==> src/rtl/mem_lane_unit.sv <==
// Load/store lane unit: registers one request, drives lane-aligned memory strobes,
// and returns right-aligned, extended load data. Misaligned accesses never reach memory.
module mem_lane_unit #(
    parameter int WORD_BYTES = 2,
    parameter int ADDR_WIDTH = 16,
    localparam int DATA_W = 8 * WORD_BYTES,
    localparam int OFF_W  = $clog2(WORD_BYTES),
    localparam int SIZE_W = OFF_W + 1
) (
    input  logic                  clk,
    input  logic                  reset,
    input  logic                  req_valid,
    output logic                  req_ready,
    input  logic                  req_write,
    input  logic [SIZE_W-1:0]     req_size,
    input  logic                  req_signed,
    input  logic [ADDR_WIDTH-1:0] req_addr,
    input  logic [DATA_W-1:0]     req_wdata,
    output logic                  mem_read,
    output logic                  mem_write,
    output logic [WORD_BYTES-1:0] mem_byte_enable,
    output logic [ADDR_WIDTH-1:0] mem_address,
    output logic [DATA_W-1:0]     mem_wdata,
    input  logic [DATA_W-1:0]     mem_rdata,
    input  logic                  mem_resp,
    output logic                  resp_valid,
    output logic                  resp_misaligned,
    output logic [DATA_W-1:0]     resp_rdata
);

    typedef enum logic [1:0] {IDLE, ACCESS, DONE} state_t;

    state_t            state;
    logic              write_q;
    logic              signed_q;
    logic [SIZE_W-1:0] size_q;
    logic [OFF_W-1:0]  off_q;

    // Low 2**size lanes set; only meaningful when the size fits in a word.
    function automatic logic [WORD_BYTES-1:0] lane_mask(input logic [SIZE_W-1:0] size);
        logic [WORD_BYTES-1:0] m;
        m = '0;
        for (int i = 0; i < WORD_BYTES; i++)
            if (i < (1 << size)) m[i] = 1'b1;
        return m;
    endfunction

    function automatic logic [DATA_W-1:0] byte_mask(input logic [SIZE_W-1:0] size);
        logic [WORD_BYTES-1:0] lanes;
        logic [DATA_W-1:0]     m;
        lanes = lane_mask(size);
        m = '0;
        for (int i = 0; i < WORD_BYTES; i++)
            m[8*i +: 8] = {8{lanes[i]}};
        return m;
    endfunction

    function automatic logic [DATA_W-1:0] extend(input logic [DATA_W-1:0] data,
                                                 input logic [SIZE_W-1:0] size,
                                                 input logic              sgn);
        logic [DATA_W-1:0] m;
        logic [7:0]        top;
        m   = byte_mask(size);
        top = '0;
        for (int i = 0; i < WORD_BYTES; i++)
            if (i == (1 << size) - 1) top = data[8*i +: 8];
        return (sgn && top[7]) ? ((data & m) | ~m) : (data & m);
    endfunction

    logic [OFF_W-1:0]      req_off;
    logic [WORD_BYTES-1:0] below_mask;
    logic                  req_misaligned;

    always_comb begin
        req_off        = req_addr[OFF_W-1:0];
        below_mask     = lane_mask(req_size) >> 1;
        req_misaligned = (req_size > SIZE_W'(OFF_W))
                      || ((WORD_BYTES'(req_off) & below_mask) != '0);
    end

    // Combinational on reset so the unit never advertises readiness while held in reset.
    assign req_ready = (state == IDLE) && !reset;

    // NOTE: all state and registered outputs use non-blocking assignments so every
    // register samples pre-edge values regardless of statement order.
    always_ff @(posedge clk) begin
        if (reset) begin
            state           <= IDLE;
            write_q         <= 1'b0;
            signed_q        <= 1'b0;
            size_q          <= '0;
            off_q           <= '0;
            mem_read        <= 1'b0;
            mem_write       <= 1'b0;
            mem_byte_enable <= '0;
            mem_address     <= '0;
            mem_wdata       <= '0;
            resp_valid      <= 1'b0;
            resp_misaligned <= 1'b0;
            resp_rdata      <= '0;
        end else begin
            resp_valid      <= 1'b0;
            resp_misaligned <= 1'b0;
            case (state)
                IDLE: begin
                    if (req_valid) begin
                        write_q  <= req_write;
                        signed_q <= req_signed;
                        size_q   <= req_size;
                        off_q    <= req_off;
                        if (req_misaligned) begin
                            state           <= DONE;
                            resp_valid      <= 1'b1;
                            resp_misaligned <= 1'b1;
                            resp_rdata      <= '0;
                        end else begin
                            state           <= ACCESS;
                            mem_read        <= !req_write;
                            mem_write       <= req_write;
                            mem_byte_enable <= lane_mask(req_size) << req_off;
                            mem_address     <= {req_addr[ADDR_WIDTH-1:OFF_W], {OFF_W{1'b0}}};
                            mem_wdata       <= (req_wdata & byte_mask(req_size)) << {req_off, 3'b000};
                        end
                    end
                end
                ACCESS: begin
                    if (mem_resp) begin
                        state           <= DONE;
                        mem_read        <= 1'b0;
                        mem_write       <= 1'b0;
                        mem_byte_enable <= '0;
                        mem_address     <= '0;
                        mem_wdata       <= '0;
                        resp_valid      <= 1'b1;
                        resp_rdata      <= write_q ? '0
                                         : extend(mem_rdata >> {off_q, 3'b000}, size_q, signed_q);
                    end
                end
                DONE:    state <= IDLE;
                default: state <= IDLE;
            endcase
        end
    end

endmodule
==> config.mk <==
export PLATFORM = sky130hd
export DESIGN_NAME = mem_lane_unit
export DESIGN_NICKNAME = d
export VERILOG_FILES = /design/src/rtl/mem_lane_unit.sv
export SDC_FILE = /design/constraint.sdc
export NUM_CORES = 1
export LEC_CHECK = 0
export ABC_AREA = 1
export BUFFER_PORTS_ARGS = -buffer_cell sky130_fd_sc_hd__buf_2
export CORE_MARGIN = 1.5
export CORE_UTILIZATION = 42
export DETAILED_ROUTE_END_ITERATION = 10
export PLACE_DENSITY = 0.81
export SETUP_SLACK_MARGIN = 0.2
export SLEW_MARGIN = 20
export SYNTH_ARGS = -nofsm -noshare
export SYNTH_HDL_FRONTEND = slang
export SYNTH_SLANG_ARGS = --single-unit
==> constraint.sdc <==
create_clock -name clk -period 1.25 [get_ports clk]
set_input_delay 0.0625 -clock clk [delete_from_list [all_inputs] [get_ports clk]]
set_output_delay 0.0625 -clock clk [all_outputs]
set_load 0.02 [all_outputs]
==> impl_metrics.yaml <==
yosys:
  syn_area_sq_um: 2505
  ys_ff_latch: 60
  synth_top_area_cell: "dfxtp_1"
  synth_async_sr_flop_share_pct: 0
  ys_types: 24
  syn-num-nets: 393
  ys_warn_count: 0
  synth_cells: 337
  avgSynthCellArea_sq_um: 7.433
  synth_edf_count: 0
  synth.most_common_cell: "nand2_1"
  synth_commonest_cells: "129 x nand2_1, 60 x dfxtp_1, 53 x a21oi_1, 16 x nand3_1, 14 x nor2_1"
  synthFlopType: "dfxtp_1"
  synth_top_area_share_pct: 47.95
  ys_seq_area_share_pct: 47.95
  synth_area_leaders: "dfxtp_1 48%, nand2_1 19%, a21oi_1 11%"
route:
  detail_route.first_pass.iterations: 4
  drtIter0Drc: 119
  viasPerCell: 4.989
  drc: 0
  dr_total_vias: 2804
  totalWireLength_um: 7496
  ant_nets: 0
  avgRoutedWirePerCell_um: 13.34
cts:
  cts.clk_slew.worst_paths_ns: 0.07
  clk_path_buf_depth: 2
  htree_levels: 3
  root_buffer: "clkbuf_8"
  tritoncts.num_buffers: 9
  clk_latency_ns: 0.33
  cts_tree: "yes"
  cts_sinks: 60
place:
  place.gp.congestion: 0.7687
  dp.final_hpwl_um: 4852
  placed_cells: 514
  io_buffers: 109
  place_ws_ns: 0.02655
die:
  dieArea_sq_um: 6436
  die_w_um: 80.23
  rows: 27
  die_height_um: 80.23
  design.core.area_sq_um: 5642
  ios: 111
  start_util_pct: 44.40
sta:
  period_needed_ns: 1.271
  tns_ns: -0.02074
  period_share_pct: 101.7
  maxSlewViolCount: 0
  rsz0062_at_grt: "true"
  fin_ws_ns: -0.02074
  skew_ns: 0.005169
  finalHoldWorstSlack_ns: 0.01159
  clock.fmax_mhz: 786.9
  hold_violations: 0
  final-setup-viol-count: 1
setup_path:
  crit_required_ns: 1.52
  cp-end-kind: "flip-flop"
  worstSetupPathType: "flip-flop to flip-flop"
  crit_fanout: 8
  cp.arrival_ns: 1.54
  critPathLaunchType: "flip-flop"
finish:
  syn_to_final_growth_pct: 56.04
  num-nets-final: 542
  num_antenna_cells: 0
  finalNonFillerCells: 562
  drive_gt1_share_pct: 42.04
  final_core_utilization_pct: 69.28
  fill_cells: 445
status:
  violations: "negative setup slack"
  status: "finished with violations"
global_route:
  grt.overflow.total: 0
  grt_start_max_net_pins: 27
  grtUsageTotal_pct: 22.71
  grt_pass1_vias: 2535
  antenna_found_initial: 0
  grt_pass1_wl_um: 11320
power_and_ir_drop:
  ir_worst_vdd_v: 0.0009908
  p_leak_uw: 0.001808
  p_per_area_nw_per_um2: 1262
job:
  cap_violations: 0
hold_path:
  hp-class: "input port to flip-flop"
## cell usage in the layout, fill, tap and decap left out, drive strengths merged
master       count
nor3             1
inv             10
o2111ai          1
or2              2
o21ai           11
dfxtp           60
clkinv           3
buf            129
bufinv           2
nand3           17
o32ai            1
clkinvlp         1
nand2          137
o211ai           6
nor2            17
dlygate4sd3     25
a21oi           53
clkbuf          13
conb             1
## cell type report
type	count	area, sq um	share of cell area (%)
multi-input cells	247	1282	32.81
flip-flops and latches	60	1210	30.95
repair buffers	156	1035	26.47
clock buffers	11	151.4	3.873
well taps	72	90.09	2.305
clock inverters	4	72.57	1.857
inverters	12	67.56	1.729
## critical path, stage by stage, from the launching register on
cell and delay, ns:
dfxtp_4 0.37, inv_2 0.04, nand2_4 0.09, inv_4 0.04
nand2_4 0.07, nand2_2 0.07, nand2_4 0.14, buf_12 0.14
nand2_1 0.08, a21oi_2 0.16
## path summary, 6_finish.rpt
path / startpoint / to / slack (ns) / depth (start not counted)
setup reg to reg: state[1] / mem_wdata[14] / -0.02 / 9
setup / recovery: state[1] / mem_wdata[14] / -0.02 / 9
hold / removal: reset / resp_rdata[3] / 0.01 / 2
hold reg to reg: mem_address[3] / mem_address[3] / 0.46 / 2
## report_power, final
group | internal [uW] | switching, uW | leakage, uW
Sequential | 1990 | 53.2 | 0.000490
Clock | 1220 | 742 | 0.000111
Combinational | 400 | 528 | 0.00121
## state kept, by name, indices dropped and copies added, names as in the netlist
name             count
state                2
mem_byte_enable      2
size_q               2
resp_rdata          16
mem_wdata           16
signed_q             1
resp_misaligned      1
off_q                1
mem_read             1
mem_address         15
write_q              1
resp_valid           1
mem_write            1
## per-stage QoR
step / instance area [sq um] / total power [uW]
floorplan: 2565 / 2565
global placement: 3194 / 2802
detailed placement: 3194 / 2816
CTS: 3735 / 4878
global route: 3909 / 5141
finish: 3909 / 4933
## metal layers
layer / track usage, % / part of all wire (%)
met5: 0 / 0
met4: 6.897 / 1.7
met3: 7.955 / 6.8
met2: 39.24 / 50
met1: 26.19 / 42
## cell families after synthesis
family | Yosys count | synth area share, %
AOI/OAI and AO/OA | 72 | 15.28
buffers and inverters | 30 | 6.543
DFF | 60 | 47.95
other | 1 | 0.1497
and+or+nand+nor | 174 | 30.07
## repair_timing
item | 4_1_cts | 5_1_grt
endpoints found under the hold margin | 25 | 0
hold buffers | 25 | 0
pin swaps | 2 | 7
endpoints found under the setup margin | 59 | 59
buffers inserted | 3 | 3
gates cloned | 0 | 2
gates resized for setup | 21 | 31
(Power assumes the default switching activity.)
